**src/rtl/i2s_frame_sched.sv**
```systemverilog
// Frame scheduler between the datapath and an I2S master serializer: TX/RX frame FIFOs,
// LRCLK-phased word presentation, prime/drain sequencing. Optional I2S_FRAME_SCHED_CNT_EN adds counters.
module i2s_frame_sched #(
  parameter int unsigned DSZ       = 16,
  parameter int unsigned DEPTH     = 8,
  parameter int unsigned PRIME_LVL = 2
) (
  input  logic                   i2s_bclk,
  input  logic                   reset,
  input  logic                   enable,
  input  logic                   tx_valid,
  output logic                   tx_ready,
  input  logic [DSZ-1:0]         tx_left,
  input  logic [DSZ-1:0]         tx_right,
  output logic                   rx_valid,
  input  logic                   rx_ready,
  output logic [DSZ-1:0]         rx_left,
  output logic [DSZ-1:0]         rx_right,
  input  logic                   i2s_lrclk,
  input  logic [DSZ-1:0]         left_data_out,
  input  logic [DSZ-1:0]         right_data_out,
  output logic [DSZ-1:0]         left_data_in,
  output logic [DSZ-1:0]         right_data_in,
  output logic [1:0]             state,
  output logic [$clog2(DEPTH):0] tx_level,
  output logic                   underrun,
  output logic                   overrun
`ifdef I2S_FRAME_SCHED_CNT_EN
  ,
  output logic [15:0]            underrun_cnt,
  output logic [15:0]            overrun_cnt
`endif
);

  localparam int unsigned AW = $clog2(DEPTH);
  localparam int unsigned LW = AW + 1;
  localparam int unsigned FW = 2 * DSZ;

  typedef enum logic [1:0] {
    IDLE  = 2'd0,
    PRIME = 2'd1,
    RUN   = 2'd2,
    DRAIN = 2'd3
  } state_e;

  state_e         state_q, state_d;
  logic           lrclk_q;
  logic           rise, fall;
  logic [FW-1:0]  tx_mem [DEPTH];
  logic [FW-1:0]  rx_mem [DEPTH];
  logic [LW-1:0]  tx_wptr_q, tx_rptr_q, rx_wptr_q, rx_rptr_q;
  logic           tx_empty, tx_full, tx_push, tx_pop, tx_flush, tx_go;
  logic           rx_empty, rx_full, rx_push, rx_pop, rx_cap, rx_drop;
  logic           underrun_d;
  logic [DSZ-1:0] left_q, right_q, pend_q;
  logic           underrun_q, overrun_q;

  assign rise = !lrclk_q && i2s_lrclk;
  assign fall = lrclk_q && !i2s_lrclk;

  assign tx_level = tx_wptr_q - tx_rptr_q;
  assign tx_empty = (tx_wptr_q == tx_rptr_q);
  assign tx_full  = (tx_wptr_q[AW] != tx_rptr_q[AW]) && (tx_wptr_q[AW-1:0] == tx_rptr_q[AW-1:0]);
  assign rx_empty = (rx_wptr_q == rx_rptr_q);
  assign rx_full  = (rx_wptr_q[AW] != rx_rptr_q[AW]) && (rx_wptr_q[AW-1:0] == rx_rptr_q[AW-1:0]);

  assign tx_ready = !tx_full;
  assign tx_push  = tx_valid && tx_ready;
  // The RISE that leaves PRIME already carries the first buffered frame.
  assign tx_go    = (state_q == RUN) || (state_q == DRAIN) || ((state_q == PRIME) && (state_d == RUN));
  assign tx_pop   = rise && tx_go && !tx_empty;
  assign underrun_d = rise && (state_q == RUN) && tx_empty;

  assign rx_valid = !rx_empty;
  assign rx_pop   = rx_valid && rx_ready;
  assign rx_cap   = fall && (state_q != IDLE);
  assign rx_push  = rx_cap && (!rx_full || rx_pop);
  assign rx_drop  = rx_cap && rx_full && !rx_pop;

  assign rx_left       = rx_valid ? rx_mem[rx_rptr_q[AW-1:0]][FW-1:DSZ] : '0;
  assign rx_right      = rx_valid ? rx_mem[rx_rptr_q[AW-1:0]][DSZ-1:0]  : '0;
  assign left_data_in  = left_q;
  assign right_data_in = right_q;
  assign state         = state_q;
  assign underrun      = underrun_q;
  assign overrun       = overrun_q;

  // State register
  always_ff @(posedge i2s_bclk) begin
    if (reset) state_q <= IDLE;
    else       state_q <= state_d;
  end

  // Next-state logic
  always_comb begin
    state_d  = state_q;
    tx_flush = 1'b0;
    case (state_q)
      IDLE:  if (enable) state_d = PRIME;
      PRIME: begin
        if (!enable) begin
          state_d  = IDLE;
          tx_flush = 1'b1;
        end else if (rise && (tx_level >= LW'(PRIME_LVL))) begin
          state_d = RUN;
        end
      end
      RUN:   if (!enable) state_d = DRAIN;
      DRAIN: begin
        if (enable)                state_d = RUN;
        else if (rise && tx_empty) state_d = IDLE;
      end
      default: state_d = IDLE;
    endcase
  end

  // FIFO storage
  always_ff @(posedge i2s_bclk) begin
    if (tx_push) tx_mem[tx_wptr_q[AW-1:0]] <= {tx_left, tx_right};
    if (rx_push) rx_mem[rx_wptr_q[AW-1:0]] <= {left_data_out, right_data_out};
  end

  // FIFO pointers; a flush drops any same-cycle push
  always_ff @(posedge i2s_bclk) begin
    if (reset) begin
      tx_wptr_q <= '0;
      tx_rptr_q <= '0;
      rx_wptr_q <= '0;
      rx_rptr_q <= '0;
    end else begin
      if (tx_flush) begin
        tx_rptr_q <= tx_wptr_q;
      end else begin
        tx_wptr_q <= tx_wptr_q + LW'(tx_push);
        tx_rptr_q <= tx_rptr_q + LW'(tx_pop);
      end
      rx_wptr_q <= rx_wptr_q + LW'(rx_push);
      rx_rptr_q <= rx_rptr_q + LW'(rx_pop);
    end
  end

  // Word scheduling: left and pending right load on RISE, right released on FALL
  always_ff @(posedge i2s_bclk) begin
    if (reset) begin
      lrclk_q    <= 1'b1;
      left_q     <= '0;
      right_q    <= '0;
      pend_q     <= '0;
      underrun_q <= 1'b0;
      overrun_q  <= 1'b0;
    end else begin
      lrclk_q    <= i2s_lrclk;
      underrun_q <= underrun_d;
      overrun_q  <= rx_drop;
      if (rise) begin
        if (tx_pop) begin
          left_q <= tx_mem[tx_rptr_q[AW-1:0]][FW-1:DSZ];
          pend_q <= tx_mem[tx_rptr_q[AW-1:0]][DSZ-1:0];
        end else begin
          left_q <= '0;
          pend_q <= '0;
        end
      end
      if (fall) right_q <= pend_q;
    end
  end

`ifdef I2S_FRAME_SCHED_CNT_EN
  logic [15:0] underrun_cnt_q, overrun_cnt_q;

  // Saturating event counters, cleared only by reset
  always_ff @(posedge i2s_bclk) begin
    if (reset) begin
      underrun_cnt_q <= '0;
      overrun_cnt_q  <= '0;
    end else begin
      if (underrun_d && (underrun_cnt_q != 16'hFFFF)) underrun_cnt_q <= underrun_cnt_q + 16'd1;
      if (rx_drop && (overrun_cnt_q != 16'hFFFF))     overrun_cnt_q  <= overrun_cnt_q + 16'd1;
    end
  end

  assign underrun_cnt = underrun_cnt_q;
  assign overrun_cnt  = overrun_cnt_q;
`endif

endmodule

```
**config.mk**
```make
export PLATFORM = sky130hd
export DESIGN_NAME = i2s_frame_sched
export DESIGN_NICKNAME = d
export VERILOG_FILES = /design/src/rtl/i2s_frame_sched.sv
export SDC_FILE = /design/constraint.sdc
export NUM_CORES = 1
export LEC_CHECK = 0
export ABC_AREA = 1
export BUFFER_PORTS_ARGS = -buffer_cell sky130_fd_sc_hd__buf_2
export CAP_MARGIN = 10
export CORE_ASPECT_RATIO = 1.1
export CORE_UTILIZATION = 25
export DETAILED_ROUTE_END_ITERATION = 16
export GPL_ROUTABILITY_DRIVEN = 0
export REMOVE_ABC_BUFFERS = 1
export SLEW_MARGIN = 20
export SYNTH_ARGS = -nofsm -noshare
export SYNTH_HDL_FRONTEND = slang
export SYNTH_SLANG_ARGS = --single-unit
```
**constraint.sdc**
```tcl
create_clock -name i2s_bclk -period 10.11 [get_ports i2s_bclk]
set_input_delay 2.022 -clock i2s_bclk [delete_from_list [all_inputs] [get_ports i2s_bclk]]
set_output_delay 2.022 -clock i2s_bclk [all_outputs]
set_load 0.01 [all_outputs]
```
### Word-level counts from Yosys, hierarchy flattened

Memories as Yosys holds them, arrays and structs flattened. A register that Yosys moved wholly into a read port is not among the register bits.
Index checks and enable logic that the tools add are counted.

* logic and storage cells: 78
* input bits: 70
* output and inout bits: 74
* memories: 2
* register bits: 69
* RAM bits: 512

Memory list
* rx_mem: words 8, width 32, read ports 1, clocked after Yosys merged registers in 1, wr ports 1, line 50 `logic [FW-1:0] rx_mem [DEPTH];`
* tx_mem: words 8, width 32, read ports 1, clocked after Yosys merged registers in 1, wr ports 1, line 49 `logic [FW-1:0] tx_mem [DEPTH];`

* reductions and logical operators: 29
* equality and inequality tests: 10
* muxes and demuxes: 20
* add/sub/neg operators: 5
* $lt $le $gt $ge: 1

Operator list (count)
* $mux W16: 4
* $logic_and A1 B1 Y1: 17
* $add A4 B1 Y4: 4
* $mux W2: 6
* $eq A4 B4 Y1: 2
* $pmux W2 S4: 1
* $logic_not A1 Y1: 7
* $eq A2 B2 Y1 const B: 3
* $eq A3 B3 Y1: 2
* $mux W1: 6
* $mux W3: 2
* $ge A4 B2 Y1 const B: 1
* $mux W4: 1
* $sub A4 B4 Y4: 1
* $logic_or A1 B1 Y1: 3
* $eq A2 B1 Y1 const B: 1
* $logic_not A2 Y1: 1
* $ne A1 B1 Y1: 2
* $reduce_bool A2 Y1: 1

### Logic depth before layout (Yosys ltp)

* depth in word-level cells: 14
* mapped depth: 19
* mapped depth without buffers: 17

### Worst setup path after synthesis

No wires, ideal clock.

* path type: in2reg
* start: input i2s_lrclk
* end: memory rx_mem[0][0] (netlist name), enable pin
* library setup time: 0.421 ns
* data required time: 9.689 ns
* arrival time: 3.969 ns
* cell stages on the path: 5
* buffers on the path: 0
* setup slack: 5.720 ns
* cells stage by stage: inv_2 nand2_1 nor3b_4 nand2_1 nor2_1

* longest elaborated chain between the ends: 6

Ends and longest elaborated chain
* from (decl): line 19 `input logic i2s_lrclk,`
* $logic_not A1 Y1: line 59 `assign fall = lrclk_q && !i2s_lrclk;`
* $logic_and A1 B1 Y1: line 59
* $logic_and A1 B1 Y1: line 76 `assign rx_cap = fall && (state_q != IDLE);`
* $logic_and A1 B1 Y1: line 77 `assign rx_push = rx_cap && (!rx_full || rx_pop);`
* $mux W1: line 120 `if (rx_push) rx_mem[rx_wptr_q[AW-1:0]] <= {left_data_out, right_data_out};`
* $mux W1 (implied by the code): line 120
* to (decl): line 50

No other way between the ends.

### Worst setup path after layout

* start: register rx_rptr_q[0]
* end: output rx_right[14]

* longest elaborated chain between the ends: 2

Ends and longest elaborated chain
* from (decl): line 51 `logic [LW-1:0] tx_wptr_q, tx_rptr_q, rx_wptr_q, rx_rptr_q;`
* from (signal assigned): line 138 `rx_rptr_q <= rx_rptr_q + LW'(rx_pop);`
* $eq A4 B4 Y1: line 64 `assign rx_empty = (rx_wptr_q == rx_rptr_q);`
* $mux W16: line 81 `assign rx_right = rx_valid ? rx_mem[rx_rptr_q[AW-1:0]][DSZ-1:0] : '0;`
* to (decl): line 18 `output logic [DSZ-1:0] rx_right,`

No other way between the ends.

==> metrics.md <==
| Metric | Value |
|---|---|
| Outcome | complete, no violations |
| Clk pwr share | 39.7% |
| Top_reg_cell synth | edfxtp_1 |
| Min Tclk post-route | 5.29 ns |
| Register area share after synthesis | 73.5% |
| DR vias/cell | 4.57 |
| Row count | 115 |
| Rel. slew slack | 36.2% |
| Mapped Cells | 1842 |
| Area Overhead vs Synth | 16.2% |
| Most frequent CP cell | nor2_1 |
| Fin. Hold Viols | 0 |
| R2R depth | 17 |
| Commonest non-fill, non-tap cell in the layout | edfxtp_1 |
| Critical path's slowest cell | buf_4 |
| # clock sinks | 581 |
| Nets@finish | 2037 |
| Number of global-route vias before repair | 13794 |
| Mean routed wirelength per cell | 17.5 um |
| DIE HEIGHT | 319 um |
| Final core occ | 29.5% |
| Register area | 0.0168 sq mm |
| Skew final | 0.0369 ns |
| Fill count | 9171 |
| Clk buf depth | 3 |
| Layout cell share with drive strength beyond 1 | 14.3% |
| Hold path depth | 2 |
| Dpl hpwl | 30200 um |
| Least-Margin Pin Slew | 0.958 ns |
| CP Data Arrival Time | 3.27 ns |
| Yosys top cell area share | 67.5% |
| Nature of the critical path endpoint | primary output |
| # port buffers | 143 |
| Seq pwr share | 53.1% |
| Hold_buf cts | 0 |
| Multi-input logic area | 0.00539 sq mm |
| Logic pwr share | 7.2% |
| GRT overflow | 0 |
| Final setup violation count | 0 |
| Sw power | 1.17 mW |
| CTS resizes | 0 |
| Final worst-path cycle share | 52.3% |
| Pins Over Slew Limit | 0 |
| Required time of the critical path | 8.09 ns |
| First-pass GRT wire length | 84100 um |
| Clock root cell | clkbuf_16 |
| Clk slew on worst S/H paths | 0.06 ns |
| Latest clock arrival within the worst-skew pair | 0.61 ns |
| Fmax achieved | 189 MHz |
| IO Pins | 144 |
| Cell Area, Synth | 0.0228 sq mm |
| Crit path largest cell delay | 0.75 ns |
| EDFF count, synth | 512 |
| # Max-Cap Violations | 0 |
| CTS Buf Count | 58 |
| Crit path cell chain | inv_4 > buf_4 > nor2_1 > o32ai_1 > o21ai_1 > nor2_1 > buf_2 |
| Yosys warnings | 0 |
| Initial antenna violation count | 17 |
| Max FO, Critical Path | 79 |
| Total wire length | 55500 um |
| Maximum vdd drop | 0.000134 V |
| Post-CTS Setup Bufs | 0 |
| Reg2reg start | tx_rptr_q[1] |
| Crit path buffers/inverters | 3 |
| Area contributors post-synth | edfxtp_1, nor2_1, dfxtp_1 |
| DR DRC count | 0 |
| Vias | 14501 |
| Ys async rst share | 0% |
| GRT Total Usage | 11.8% |
| Sw frac | 23.2% |
| Tightest Hold Check Type | flip-flop to flip-flop |
| R2r setup slk | 6.00 ns |
| Placed Cells | 3065 |
| Int Pwr | 3.87 mW |
| Number of H-tree levels | 2 |
| Yosys cell types | 33 |
| Most frequent cells in the layout | edfxtp_1, nor2_1, o21ai_0 |
| Antenna Violating Nets Remaining | 0 |
| Setup TNS Final | 0 ns |
| Core area | 0.0898 sq mm |
| Iteration-0 DRC Markers | 1133 |
| Worst R2R End | tx_rptr_q[2] |
| Final Power | 5.04 mW |
| Die footprint | 0.0924 sq mm |
| Power per cell area | 190 mW/mm^2 |
| CP Class | flip-flop to primary output |
| Hold Path Origin | pend_q[7] |
| Worst Setup Start Kind | flip-flop |
| TritonRoute pass-1 iters | 5 |
| Hold Path End | pend_q[7] |
| #FFs+latches synth | 581 |
| Largest net degree at the start of global routing | 87 |
| Pleak | 8.90 nW |
| Die Width | 290 um |
| Syn_area_per_cell | 12.4 sq um |
| RSZ-0062 raised after global routing | false |
| Initial core utilization | 25.4% |
| Worst path top cell family by delay | buffers and inverters |
| Post-synth top area cell | edfxtp_1 |
| TritonCTS clock tree | yes |
| Fin cells | 3175 |
## how the worst max path moves through the flow
stage | startpoint | end | slack [ns] | cells past startpoint
floorplan | rx_rptr_q[0] | rx_left[0] | 3.02 | 5
global placement | rx_rptr_q[0] | rx_left[0] | 5.24 | 6
detailed placement | rx_rptr_q[0] | rx_left[14] | 5.40 | 7
CTS | rx_rptr_q[0] | rx_left[14] | 4.74 | 7
global route | rx_rptr_q[0] | rx_left[14] | 4.45 | 7
finish | rx_rptr_q[0] | rx_right[14] | 4.82 | 7
## state kept, by name, summed over array words and instances, names as in the netlist, 2 cells and up
register and flops:
rx_mem 256, tx_mem 256, left_data_in 16, pend_q 16, right_data_in 16, rx_rptr_q 4, rx_wptr_q 4, tx_rptr_q 4
tx_wptr_q 4, state 2
## power by group through the flow
| stage | logic (mW) | clock network [mW] | registers (mW) |
|---|---|---|---|
| after CTS | 0.371 | 2.05 | 2.68 |
| after global placement | 0.365 | 0 | 2.73 |
| final | 0.364 | 2.00 | 2.68 |
| after detailed placement | 0.369 | 0 | 2.73 |
| after floorplan | 0.199 | 0 | 2.73 |
| after global routing | 0.410 | 2.14 | 2.68 |
## stage by stage
step | area, sq um | worst slack, ns | hold WS, ns
2_1_floorplan | 22200 | 3.02 | 0.436
5_1_grt | 26500 | 4.45 | 0.483
3_3_place_gp | 24700 | 5.24 | 0.449
3_5_place_dp | 24700 | 5.40 | 0.453
4_1_cts | 26500 | 4.74 | 0.463
6_report | 26500 | 4.82 | 0.462
## final cells by class
type,instances,area share (%)
Clock buffer,79,5.89
Timing Repair Buffer,173,3.55
Tap cell,1170,5.53
Antenna cell,4,0.0378
Sequential cell,581,63.4
Clock inverter,27,0.747
Multi-Input combinational cell,1106,20.4
Inverter,35,0.511
## synth_stat cells, types with 2 or more instances
| cell type | count |
|---|---|
| edfxtp_1 | 512 |
| nor2_1 | 448 |
| o21ai_0 | 195 |
| nand2_1 | 165 |
| dfxtp_1 | 69 |
| o22ai_1 | 64 |
| o32ai_1 | 64 |
| clkbuf_1 | 54 |
| o21ai_1 | 50 |
| nand3_1 | 43 |
| a21oi_1 | 42 |
| inv_1 | 31 |
| buf_2 | 24 |
| buf_4 | 21 |
| ha_1 | 11 |
| buf_6 | 9 |
| clkbuf_2 | 8 |
| xor2_1 | 5 |
| buf_1 | 4 |
| xnor2_1 | 4 |
| inv_2 | 3 |
| a21boi_0 | 2 |
| nand2_2 | 2 |
| nor3_1 | 2 |
| nor4_1 | 2 |
## kinds of logic after synthesis
group | after synthesis | share of synthesized area (%)
and+or+nand+nor | 666 | 11.4
xor gates and xnor gates | 9 | 0.346
buffers and inverters | 155 | 3.37
DFF | 581 | 73.5
AOI/OAI and AO/OA | 419 | 10.7
adders and majority gates | 12 | 0.692
## tightest hold or removal path, stage by stage, from the launching register on
cell and delay (ns):
dfxtp_1 0.30, nand2_1 0.06, a21oi_1 0.05
## layer usage
metal / track usage (%) / up-vias / wire length (um) / part of all wire (%)
met5: 0 / - / 113 / 0.20
met4: 2.59 / 20 / 956 / 1.7
met3: 2.54 / 91 / 3680 / 6.6
met2: 19.4 / 386 / 25900 / 47
met1: 15.8 / 7134 / 24900 / 45
li1: - / 6870 / - / -
Note: power is estimated with default switching activity, not from simulation.
